### src/rtl/lsu_pkg.sv
// Shared encodings for the load/store unit: opcodes, regfile/memory write
// select, FSM states and access sizes, plus small opcode decode helpers.
package lsu_pkg;

    typedef enum logic [2:0] {
        OP_SDW  = 3'b000,
        OP_SDH  = 3'b001,
        OP_SDB  = 3'b010,
        OP_LDW  = 3'b011,
        OP_LDH  = 3'b100,
        OP_LDB  = 3'b101,
        OP_ILL  = 3'b110,
        OP_LDBU = 3'b111
    } op_e;

    typedef enum logic [1:0] {
        WW_NONE = 2'b00,
        WW_REG  = 2'b01,
        WW_MEM  = 2'b10
    } ww_e;

    typedef enum logic [1:0] {
        ST_IDLE = 2'b00,
        ST_REQ  = 2'b01,
        ST_WB   = 2'b10,
        ST_FIN  = 2'b11
    } state_e;

    typedef enum logic [1:0] {
        SZ_B = 2'b00,
        SZ_H = 2'b01,
        SZ_W = 2'b10
    } size_e;

    function automatic logic is_store(input op_e op);
        return (op == OP_SDW) || (op == OP_SDH) || (op == OP_SDB);
    endfunction

    function automatic size_e op_size(input op_e op);
        case (op)
            OP_SDW, OP_LDW: return SZ_W;
            OP_SDH, OP_LDH: return SZ_H;
            default:        return SZ_B;
        endcase
    endfunction

    // Bytes are never misaligned; halfwords need bit 0 clear, words bits 1:0.
    function automatic logic misaligned(input op_e op, input logic [1:0] a);
        case (op_size(op))
            SZ_W:    return a != 2'b00;
            SZ_H:    return a[0];
            default: return 1'b0;
        endcase
    endfunction

endpackage

### src/rtl/lsu_lane_align.sv
// Byte-lane steering: store strobes and lane-replicated write data, and
// load-data extraction with sign or zero extension.
module lsu_lane_align
    import lsu_pkg::*;
#(
    parameter int XLEN = 32,
    localparam int NB = XLEN / 8,
    localparam int LANE_W = $clog2(NB)
) (
    input  op_e              i_op,
    input  logic [LANE_W-1:0] i_lane,
    input  logic [XLEN-1:0]  i_xs,
    input  logic [XLEN-1:0]  i_rdata,
    output logic [NB-1:0]    o_wstrb,
    output logic [XLEN-1:0]  o_wdata,
    output logic [XLEN-1:0]  o_load
);

    size_e             w_size;
    logic [NB-1:0]     w_mask;
    logic [XLEN-1:0]   w_shift;

    assign w_size  = op_size(i_op);
    assign w_mask  = (w_size == SZ_W) ? NB'(4'hF) :
                     (w_size == SZ_H) ? NB'(2'h3) : NB'(1'b1);
    assign o_wstrb = w_mask << i_lane;
    assign w_shift = i_rdata >> {i_lane, 3'b000};

    // Every byte lane gets the matching byte of the source word/half/byte.
    generate
        for (genvar gi = 0; gi < NB; gi++) begin : g_lane
            assign o_wdata[gi*8 +: 8] = (w_size == SZ_W) ? i_xs[(gi % 4)*8 +: 8] :
                                        (w_size == SZ_H) ? i_xs[(gi % 2)*8 +: 8] :
                                                           i_xs[7:0];
        end
    endgenerate

    always_comb begin
        o_load = '0;
        case (i_op)
            OP_LDW:  o_load = XLEN'($signed(w_shift[31:0]));
            OP_LDH:  o_load = XLEN'($signed(w_shift[15:0]));
            OP_LDB:  o_load = XLEN'($signed(w_shift[7:0]));
            OP_LDBU: o_load = XLEN'(w_shift[7:0]);
            default: o_load = '0;
        endcase
    end

endmodule

### src/rtl/load_store_unit.sv
// Single-outstanding load/store unit: address generation, alignment check,
// memory handshake with timeout, and regfile write-back.
module load_store_unit
    import lsu_pkg::*;
#(
    parameter int XLEN    = 32,
    parameter int IMM_W   = 21,
    parameter int TIMEOUT = 15
) (
    input  logic              clk,
    input  logic              rst,
    input  logic              en,
    input  logic [2:0]        opcode,
    input  logic [XLEN-1:0]   xs,
    input  logic [XLEN-1:0]   xd,
    input  logic [IMM_W-1:0]  imm,
    output logic              mem_req,
    output logic              mem_we,
    output logic [XLEN-1:0]   mem_addr,
    output logic [XLEN-1:0]   mem_wdata,
    output logic [XLEN/8-1:0] mem_wstrb,
    input  logic [XLEN-1:0]   mem_rdata,
    input  logic              mem_ack,
    output logic [XLEN-1:0]   y,
    output logic [1:0]        write_which,
    output logic              done,
    output logic              err
);

    localparam int NB     = XLEN / 8;
    localparam int LANE_W = $clog2(NB);
    localparam int CNT_W  = $clog2(TIMEOUT + 1);

    state_e            r_state, w_state_next;
    op_e               r_op, w_op;
    logic [XLEN-1:0]   r_addr, r_xs, r_y;
    logic [CNT_W-1:0]  r_wait;
    logic              r_done, r_err;
    logic              w_fin_err;
    logic [XLEN-1:0]   w_addr, w_base, w_load;
    logic [NB-1:0]     w_wstrb;
    logic              w_store;

    assign w_op    = op_e'(opcode);
    assign w_base  = is_store(w_op) ? xd : xs;
    assign w_addr  = w_base + XLEN'($signed(imm));
    assign w_store = is_store(r_op);

    lsu_lane_align #(.XLEN(XLEN)) u_align (
        .i_op    (r_op),
        .i_lane  (r_addr[LANE_W-1:0]),
        .i_xs    (r_xs),
        .i_rdata (mem_rdata),
        .o_wstrb (w_wstrb),
        .o_wdata (mem_wdata),
        .o_load  (w_load)
    );

    // Dropping en in REQ/WB aborts silently and takes priority over mem_ack.
    always_comb begin
        w_state_next = r_state;
        w_fin_err    = 1'b0;
        case (r_state)
            ST_IDLE: if (en) begin
                if (w_op == OP_ILL || misaligned(w_op, w_addr[1:0])) begin
                    w_state_next = ST_FIN;
                    w_fin_err    = 1'b1;
                end else begin
                    w_state_next = ST_REQ;
                end
            end
            ST_REQ: begin
                if (!en) begin
                    w_state_next = ST_IDLE;
                end else if (mem_ack) begin
                    w_state_next = w_store ? ST_FIN : ST_WB;
                end else if (r_wait == CNT_W'(TIMEOUT - 1)) begin
                    w_state_next = ST_FIN;
                    w_fin_err    = 1'b1;
                end
            end
            ST_WB:   w_state_next = en ? ST_FIN : ST_IDLE;
            ST_FIN:  if (!en) w_state_next = ST_IDLE;
            default: w_state_next = ST_IDLE;
        endcase
    end

    always_ff @(posedge clk) begin
        if (rst) begin
            r_state <= ST_IDLE;
            r_op    <= OP_SDW;
            r_addr  <= '0;
            r_xs    <= '0;
            r_y     <= '0;
            r_wait  <= '0;
            r_done  <= 1'b0;
            r_err   <= 1'b0;
        end else begin
            r_state <= w_state_next;
            r_done  <= (w_state_next == ST_FIN) && (r_state != ST_FIN);
            r_err   <= w_fin_err;
            r_wait  <= (r_state == ST_REQ && !mem_ack) ? r_wait + CNT_W'(1) : '0;
            if (r_state == ST_IDLE && en) begin
                r_op   <= w_op;
                r_addr <= w_addr;
                r_xs   <= xs;
            end
            if (r_state == ST_REQ && en && mem_ack && !w_store) begin
                r_y <= w_load;
            end
        end
    end

    assign mem_req   = (r_state == ST_REQ);
    assign mem_we    = mem_req && w_store;
    assign mem_wstrb = mem_we ? w_wstrb : '0;
    assign mem_addr  = r_addr;
    assign y         = r_y;
    assign done      = r_done;
    assign err       = r_err;

    always_comb begin
        write_which = WW_NONE;
        if (r_state == ST_REQ && en && mem_ack && w_store) write_which = WW_MEM;
        else if (r_state == ST_WB && en)                   write_which = WW_REG;
    end

endmodule

### config.mk
export PLATFORM = sky130hd
export DESIGN_NAME = load_store_unit
export DESIGN_NICKNAME = d
export VERILOG_FILES = /design/src/rtl/lsu_pkg.sv /design/src/rtl/lsu_lane_align.sv /design/src/rtl/load_store_unit.sv
export SDC_FILE = /design/constraint.sdc
export NUM_CORES = 1
export LEC_CHECK = 0
export BUFFER_PORTS_ARGS = -buffer_cell sky130_fd_sc_hd__buf_2
export CAP_MARGIN = 10
export CORE_ASPECT_RATIO = 0.7
export CORE_MARGIN = 2
export CORE_UTILIZATION = 45
export CTS_BUF_LIST = sky130_fd_sc_hd__clkbuf_8
export DETAILED_ROUTE_END_ITERATION = 10
export PLACE_DENSITY = 0.75
export SLEW_MARGIN = 15
export SYNTH_ARGS = -nofsm -noshare
export SYNTH_HDL_FRONTEND = slang
export SYNTH_HIERARCHICAL = 1
export SYNTH_SLANG_ARGS = --single-unit
### constraint.sdc
create_clock -name clk -period 3.8 [get_ports clk]
set_clock_uncertainty 0.15 [all_clocks]
set_input_delay 0.38 -clock clk [delete_from_list [all_inputs] [get_ports clk]]
set_output_delay 0.38 -clock clk [all_outputs]
set_load 0.01 [all_outputs]
==> results.toml, run 1 <==
[synthesis]
synthesis.nets = 1134
synth_area_um2 = 7500
async_reset_ff_share_pct = 0
netlist_top_cells_count = "nand2_1, a21oi_1, dfxtp_1"
ys_seq_elements = 107
yosysSeqAreaShare_pct = 28.6
synthesis.instances = 973
synth_most_common_cell = "nand2_1"
synth_area_leaders = "dfxtp_1, nand2_1, a21oi_1"
synth_largest_type_area_fraction_pct = 28.6
yosysWarnings = 6
synthDistinctLibCells = 75
synth.avg_cell_area_um2 = 7.70
synthFlopType = "dfxtp_1"
synth_top_area_cell = "dfxtp_1"
synth-edff-count = 0

[critical_path]
critical_path.slowest_cell = "a21oi_1"
worst-r2r-setup-slack_ns = 0.93
cp-endpoint = "mem_addr[18]"
worstPathArrival_ns = 3.63
cp.depth = 13
cp-end-kind = "flip-flop"
rr_startpoint = "mem_addr[0]"
worstSetupPathType = "input pin to flip-flop"
cp-startpoint = "opcode[1]"
path_max_fanout = 11
startpoint_type = "input pin"
crit_required_ns = 4.00
worst-r2r-cell-count = 5
crit_family = "compound AO/OA/AOI/OAI gates"
crit-reg2reg-capture = "y[22]"
critical_path.max_stage_delay_ns = 0.40
cp_cell_sequence = "buf_2 > a21oi_4 > buf_4 > mux2_2 > ha_1 > nand3_1 > nor2_1 > o31ai_4 > a21oi_1 > o21bai_1 > and3_1 > o31ai_1 > and2_1"
cp_num_buf_inv = 2

[cts]
cts_tree = "built"
htreeDepth = 3
clock_sinks = 107
clkLatencyLatePin_ns = 0.39
ctsHoldBuffers = 0
clockRootBuffer = "clkbuf_8"
cts_setup_buffers = 0
cts_buffers = 9
clkTransAtPathRegs_ns = 0.12
clk_path_buf_depth = 2
cts-resized-gates = 0

[detailed_routing]
drt.antenna.violating_nets = 0
drt-initial-drc-count = 731
drt_pass1_iterations = 7
wire_per_inst_um = 18.3
vias = 7965
totalWireLength_um = 25500
vias_per_cell = 5.73
drc = 0

[timing]
drv_slew = 0
worst_slew_pin_slew_ns = 1.15
rsz0062_at_grt = "false"
fmax_mhz = 291
maxSlewHeadroom_pct = 22.9
tns_ns = 0
hold_viol_final = 0
worst_slack_ns = 0.368
setup_viol = 0
fin_crit_ns = 3.43
timing.final.crit_share_pct = 90.3

[placed_design]
dp_slack_ns = 0.0492
place_congestion = 0.952
place_area_um2 = 8700
hpwl_um = 19300
port_buffers = 229

[status]
outcome = "finished, final reports clean"

[floorplanning]
die_area_um2 = 17700
die_w_um = 158
initial_core_util_pct = 46.0
rows = 39
die_y_um = 112
ioPinCount = 230
coreArea_um2 = 16300

[global_routing]
grt_max_degree = 102
grt_overflow = 0
grt_pass1_vias = 7093
track_usage_pct = 28.0
antenna_found_initial = 0
grt_first_pass_wirelength_um = 38800

[pwr]
pwr-share-comb_pct = 33.2
cellLeakagePower_nw = 3.97
swShare_pct = 36.0
p_switching_mw = 1.12
intPower_mw = 2.00
p_seq_share_pct = 40.3
finalPower_mw = 3.12
pwr-share-clk_pct = 26.5
p_per_area_nw_per_um2 = 349
peakVddDrop_mv = 0.224

[finish]
fin_nets = 1319
area_growth_pct = 19.1
final_util_pct = 54.8
drive_above_1_share_pct = 29.1
stdcell_area_um2 = 8930

[flow_run]
max-cap-violations = 0

[hold_path]
holdCritPathClass = "input pin to flip-flop"
[worst min-delay path by stage]
stage / from / slack (ns) / cells after the start / endpoint
final: xs[4] / 0.08 / 3 / r_xs[4]
after global routing: xs[18] / 0.07 / 3 / r_xs[18]
after CTS: xs[5] / 0.07 / 3 / r_xs[5]
after detailed placement: mem_addr[14] / 0.29 / 2 / mem_addr[14]
after global placement: mem_addr[2] / 0.29 / 2 / mem_addr[2]
after floorplan: r_wait[0] / 0.28 / 1 / r_wait[0]
[area by class of cell]
| cell class | instances | area (um2) |
|---|---|---|
| diodes | 1 | 2.50 |
| inverters | 20 | 75.1 |
| clock buffers | 9 | 124 |
| flip-flops and latches | 107 | 2140 |
| clock inverters | 7 | 100 |
| fillers | 1605 | 7370 |
| well taps | 225 | 282 |
| multi-input cells | 775 | 4920 |
| repair buffers | 245 | 1280 |
[cell usage in the layout, fill, tap and decap left out, drive strengths merged, types with 6 or more instances in the layout]
cell type and n:
o21ai 38, mux2 49, a211oi 22, and3 7
o2bb2ai 7, mux2i 30, a22o 8, buf 245
nor2 39, o21a 6, clkbuf 9, dfxtp 107
xnor2 11, a21oi 131, or3 8, inv 22
a31oi 7, o21bai 6, ha 36, nand4 9
and2 8, a21o 12, nor2b 12, o22ai 17
nor3 11, nand3 22, nand2 218
[flip-flops by register name, indices dropped and copies added (netlist names)]
register,flops
r_state,2
r_xs,32
r_wait,4
r_op,3
y,32
done,1
err,1
mem_addr,32
[metrics by stage]
step | instances | hold WS (ns)
2_1_floorplan | 973 | 0.280
3_3_place_gp | 1372 | 0.289
3_5_place_dp | 1372 | 0.292
4_1_cts | 1388 | 0.0652
5_1_grt | 1388 | 0.0681
6_report | 1389 | 0.0810
[worst register-to-register path: stages, from the launching register on]
cell	delay, ns
dfxtp_2	0.99
mux2_2	0.46
o221ai_2	0.58
o21ai_0	0.35
nand2_1	0.13
a21oi_1	0.06
[cell families (layout without fill, tap and decap cells)]
logic type,count (synthesis),after routing,synth area share (%)
AOI/OAI and AO/OA,284,284,24.5
buffers and inverters,91,281,6.01
DFF,107,107,28.6
other,0,1,0
adders and majority gates,37,37,6.28
muxes,79,79,11.4
and+or+nand+nor,361,361,21.6
xor gates and xnor gates,14,14,1.64
[power groups by stage]
| stage | Combinational [mW] | Sequential (mW) | Clock, mW |
|---|---|---|---|
| after global routing | 1.13 | 1.27 | 0.885 |
| after global placement | 1.01 | 1.28 | 0 |
| after CTS | 1.02 | 1.26 | 0.843 |
| final | 1.04 | 1.26 | 0.825 |
| after floorplan | 0.684 | 1.27 | 0 |
| after detailed placement | 1.01 | 1.28 | 0 |
[routing by layer]
layer,share of wire (%),routed length [um],track usage [%]
met1,49,12400,44.1
met2,40,10300,38.6
met3,9.4,2400,5.99
met4,1.6,414,6.01
met5,0,0,0
(Power assumes the default switching activity.)
==> run 2: changes to the inputs <==
Settings changed: BUFFER_PORTS_ARGS -buffer_cell sky130_fd_sc_hd__buf_2 to -buffer_cell sky130_fd_sc_hd__buf_4, PLACE_DENSITY 0.75 to 0.71.
==> run 2 against run 1 <==
Net effect:
- via count shrank 0.24%
- first-iteration DRC count rose by 12%
- global-route usage up 0.59 points
- combinational power up 6%
- utilization increased by 3.3 points
- maximum frequency increased by 6.5%
- wire length is 2.1% higher
- non-clock buffer count decreased by 3
- critical path depth rose by 2
- critical path type unchanged
- largest power group unchanged
- highest routed layer is now met5
==> results.toml, run 2 (synthesis results as in run 1) <==
[critical_path]
worst-r2r-setup-slack_ns = 0.97
path_max_fanout = 32
rr_startpoint = "mem_addr[0]"
crit_family = "compound AO/OA/AOI/OAI gates"
critical_path.max_stage_delay_ns = 0.36
critical_path.slowest_cell = "mux2_2"
crit_required_ns = 4.00
worstSetupPathType = "input pin to flip-flop"
worst-r2r-cell-count = 5
cp_cell_sequence = "buf_4 > a21oi_4 > buf_12 > mux2_2 > ha_1 > inv_1 > fa_1 > nor2b_1 > o31a_2 > o31ai_4 > a21oi_1 > o21bai_1 > a21oi_1 > nor4_1 > nand3b_1"
worstPathArrival_ns = 3.42
cp-end-kind = "flip-flop"
cp.depth = 15
critPathMostFrequentCell = "a21oi_1"
crit-reg2reg-capture = "y[19]"
cp_num_buf_inv = 3
startpoint_type = "input pin"

[global_routing]
antenna_found_initial = 1
grt_first_pass_wirelength_um = 39300
grt_max_degree = 101
grt_overflow = 0
grt_pass1_vias = 7083
track_usage_pct = 28.6

[finish]
fin_nets = 1316
area_growth_pct = 26.4
layout_common_cells = "buf_4, nand2_1, a21oi_1, dfxtp_1, mux2_2"
diodes = 0
fin_cells = 1385
drive_above_1_share_pct = 28.8
mostFrequentLayoutCell = "buf_4"
stdcell_area_um2 = 9470
final_util_pct = 58.1

[hold_path]
holdCritPathClass = "input pin to flip-flop"
hp-start = "xs[4]"
hold_path_depth = 3
hold_end = "r_xs[4]"

[cts]
clk_path_buf_depth = 2
cts_setup_buffers = 0
clockRootBuffer = "clkbuf_8"
cts-resized-gates = 0
clkTransAtPathRegs_ns = 0.11
clock_sinks = 107
htreeDepth = 3
ctsHoldBuffers = 0
cts_tree = "built"
cts_buffers = 9
clkLatencyLatePin_ns = 0.40

[status]
outcome = "finished, final reports clean"

[timing]
rsz0062_at_grt = "false"
tns_ns = 0
fmax_mhz = 310
setup_viol = 0
maxSlewHeadroom_pct = 25.0
drv_slew = 0
hold_viol_final = 0
worst_slew_pin_slew_ns = 1.12
fin_crit_ns = 3.22
timing.final.crit_share_pct = 84.8

[pwr]
finalPower_mw = 3.19
cellLeakagePower_nw = 4.07
swShare_pct = 35.2
p_seq_share_pct = 39.7
intPower_mw = 2.07
pwr-share-comb_pct = 34.6
peakVddDrop_mv = 0.191
pwr-share-clk_pct = 25.8
p_per_area_nw_per_um2 = 337
p_switching_mw = 1.12

[placed_design]
hpwl_um = 19700
port_buffers = 229
place_congestion = 0.961
place_area_um2 = 9250
dp_cells = 1369

[detailed_routing]
drc = 0
drt.antenna.violating_nets = 0
vias = 7946
drt-initial-drc-count = 816
totalWireLength_um = 26000
vias_per_cell = 5.74
drt_pass1_iterations = 5
wire_per_inst_um = 18.8

[floorplanning]
die_w_um = 158
initial_core_util_pct = 46.0
rows = 39
ioPinCount = 230
die_y_um = 112
die_area_um2 = 17700
coreArea_um2 = 16300

[flow_run]
max-cap-violations = 0
==> run 2: cell types whose count changed in the layout (fill, tap and decap cells not counted) <==
cell / previous run / this run
clkinv_4: 0 / 1
diode_2: 1 / 0
inv_6: 1 / 2
mux2i_1: 29 / 30
mux2i_2: 1 / 0
buf_4: 16 / 241
buf_2: 228 / 0
inv_8: 1 / 0
clkinvlp_4: 2 / 1
==> run 2: final cells by class <==
type / count / area (um2)
Fill cell: 1618 / 6830
Multi-Input combinational cell: 775 / 4920
Sequential cell: 107 / 2140
Timing Repair Buffer: 242 / 1830
Tap cell: 225 / 282
Clock buffer: 9 / 124
Clock inverter: 7 / 98.8
Inverter: 20 / 75.1
==> run 2: metrics by stage <==
step / hold slack, ns / worst slack (ns)
after floorplan: 0.280 / 0.378
after global placement: 0.292 / 0.295
after detailed placement: 0.297 / 0.212
after CTS: 0.0596 / 0.642
after global routing: 0.0654 / 0.437
final: 0.0813 / 0.579
==> run 2: worst max path at each step <==
stage	start	endpoint
final	opcode[1]	mem_addr[30]
after CTS	opcode[1]	mem_addr[18]
after global routing	opcode[1]	mem_addr[28]
after global placement	opcode[1]	mem_addr[18]
after floorplan	opcode[1]	mem_addr[18]
after detailed placement	opcode[1]	mem_addr[18]
==> run 2: power groups by stage <==
| stage | Clock, mW | Combinational [mW] | Sequential [mW] |
|---|---|---|---|
| 3_5_place_dp | 0 | 1.08 | 1.29 |
| 2_1_floorplan | 0 | 0.684 | 1.27 |
| 6_report | 0.822 | 1.10 | 1.27 |
| 4_1_cts | 0.836 | 1.09 | 1.26 |
| 3_3_place_gp | 0 | 1.08 | 1.29 |
| 5_1_grt | 0.884 | 1.19 | 1.27 |
==> run 2: worst reg2reg max path, delay by kind of cell, from the launching register on <==
kind	cells	cell delay, ns
compound gates	3	0.97
flops	1	0.96
mux	1	0.45
simple gates	1	0.13
==> run 2: routing by layer <==
layer / share of wire, % / up-vias / track usage, %
met3: 7.7 / 45 / 5.92
met4: 2.1 / 2 / 7.99
li1: - / 3823 / -
met1: 48 / 3723 / 44.1
met5: 0.065 / - / 0
met2: 42 / 353 / 39.9
==> run 3: changes to the inputs <==
Clock period 3.8 ns to 3.3 ns, I/O delays scaled along.
==> run 3 against run 2 <==
Net effect:
- total power increased by 18%
- critical path depth unchanged
- clock power rose by 15%
- non-clock buffer count up 52
==> results.toml, run 3 (synthesis results as in run 1) <==
[global_routing]
grt_overflow = 0
track_usage_pct = 29.0
antenna_found_initial = 1
grt_max_degree = 66
grt_pass1_vias = 7272
grt_first_pass_wirelength_um = 40200

[finish]
fillerInstances = 1525
stdcell_area_um2 = 9900
mostFrequentLayoutCell = "buf_4"
drive_above_1_share_pct = 31.8
multiInputGateArea_um2 = 4920
area_growth_pct = 32.1
layout_common_cells = "buf_4, nand2_1, a21oi_1, dfxtp_1, mux2_2"
final_util_pct = 60.8
seq_area_um2 = 2140
fin_nets = 1368

[cts]
cts_tree = "built"
clkTransAtPathRegs_ns = 0.11
ctsHoldBuffers = 0
cts_setup_buffers = 0
cts-resized-gates = 0
cts_buffers = 9
clock_sinks = 107
clockRootBuffer = "clkbuf_8"
clkLatencyLatePin_ns = 0.40
clk_path_buf_depth = 2
htreeDepth = 3

[critical_path]
crit_required_ns = 3.47
crit-reg2reg-capture = "y[8]"
rr_startpoint = "mem_addr[0]"
cp_cell_sequence = "buf_4 > a21oi_4 > buf_12 > mux2_2 > ha_1 > inv_1 > fa_1 > nor2b_1 > o31a_2 > o31ai_4 > a21oi_2 > o21ai_0 > nand3b_1 > xnor2_1 > o31ai_1"
worstPathArrival_ns = 3.25
startpoint_type = "input pin"
worst-r2r-cell-count = 7
crit_family = "compound AO/OA/AOI/OAI gates"
cp.depth = 15
path_max_fanout = 9
critical_path.max_stage_delay_ns = 0.35
worstSetupPathType = "input pin to flip-flop"
cp_num_buf_inv = 3
cp-end-kind = "flip-flop"
worst-r2r-setup-slack_ns = 0.82
critical_path.slowest_cell = "o21ai_0"

[floorplanning]
die_area_um2 = 17700
ioPinCount = 230
initial_core_util_pct = 46.0
die_y_um = 112
die_w_um = 158
rows = 39
coreArea_um2 = 16300

[timing]
timing.final.crit_share_pct = 93.1
drv_slew = 0
worst_slew_pin_slew_ns = 0.988
fmax_mhz = 326
maxSlewHeadroom_pct = 32.3
fin_crit_ns = 3.07
hold_viol_final = 0
setup_viol = 0
rsz0062_at_grt = "false"

[hold_path]
holdCritPathClass = "input pin to flip-flop"
hp-start = "xs[3]"
hold_path_depth = 3
hold_end = "r_xs[3]"

[pwr]
finalPower_mw = 3.77
p_per_area_nw_per_um2 = 380
cellLeakagePower_nw = 4.34
peakVddDrop_mv = 0.230

[detailed_routing]
vias_per_cell = 5.55
wire_per_inst_um = 18.1
vias = 7985
drt-initial-drc-count = 781
drt_pass1_iterations = 6
drc = 0
totalWireLength_um = 26000
drt.antenna.violating_nets = 0

[placed_design]
hpwl_um = 20100
place_congestion = 0.933
port_buffers = 229
place_area_um2 = 9680

[flow_run]
max-cap-violations = 0

[status]
outcome = "finished, final reports clean"
-- run 3: changes by cell type in the layout (fill, tap and decap cells not counted) --
cell,previous run,this run
buf_4,241,290
diode_2,0,1
clkbuf_8,9,10
inv_6,2,1
clkinv_4,1,0
clkinv_2,1,2
buf_12,1,4
-- run 3: per-layer routing --
metal / vias up / wire (um) / track usage [%]
met4: 0 / 413 / 6.55
met2: 331 / 10900 / 42.0
met3: 33 / 2100 / 5.92
met5: - / 0 / 0
met1: 3690 / 12500 / 44.0
li1: 3931 / - / -
-- run 3: area by class of cell --
type	instances	share of cell area [%]
inverters	20	0.758
well taps	225	2.84
diodes	1	0.0253
multi-input cells	775	49.7
clock buffers	10	1.39
clock inverters	6	0.872
repair buffers	294	22.8
flip-flops and latches	107	21.6
-- run 3: worst max-delay path by stage --
stage,from,endpoint,slack [ns]
global route,opcode[1],mem_addr[28],0.06
floorplan,opcode[1],mem_addr[18],0.04
detailed placement,opcode[1],mem_addr[26],-0.14
finish,opcode[1],mem_addr[26],0.23
CTS,opcode[1],mem_addr[26],0.30
global placement,opcode[1],mem_addr[26],-0.1
-- run 3: power by group --
| part | leakage [nW] | internal, mW | total (mW) | switching [mW] |
|---|---|---|---|---|
| registers | 0.873 | 1.36 | 1.45 | 0.0825 |
| logic | 3.35 | 0.664 | 1.37 | 0.711 |
| clock network | 0.113 | 0.449 | 0.944 | 0.495 |
| total | 4.34 | 2.48 | 3.77 | 1.29 |
-- run 3: worst register-to-register path: stages (launching register included) --
cell,delay [ns]
dfxtp_2,0.60
buf_4,0.39
mux2i_1,0.34
nor2_1,0.08
o21ai_1,0.48
nand2_1,0.13
nand2_1,0.09
a21oi_1,0.08
-- run 3: per-stage QoR --
stage | hold WS (ns) | instances | worst slack, ns | TNS, ns
finish | 0.0314 | 1438 | 0.228 | 0
global route | 0.0194 | 1437 | 0.0577 | 0
CTS | 0.0201 | 1437 | 0.300 | 0
detailed placement | 0.295 | 1421 | -0.144 | -0.873
global placement | 0.291 | 1421 | -0.0963 | -0.217
floorplan | 0.280 | 973 | 0.0382 | 0
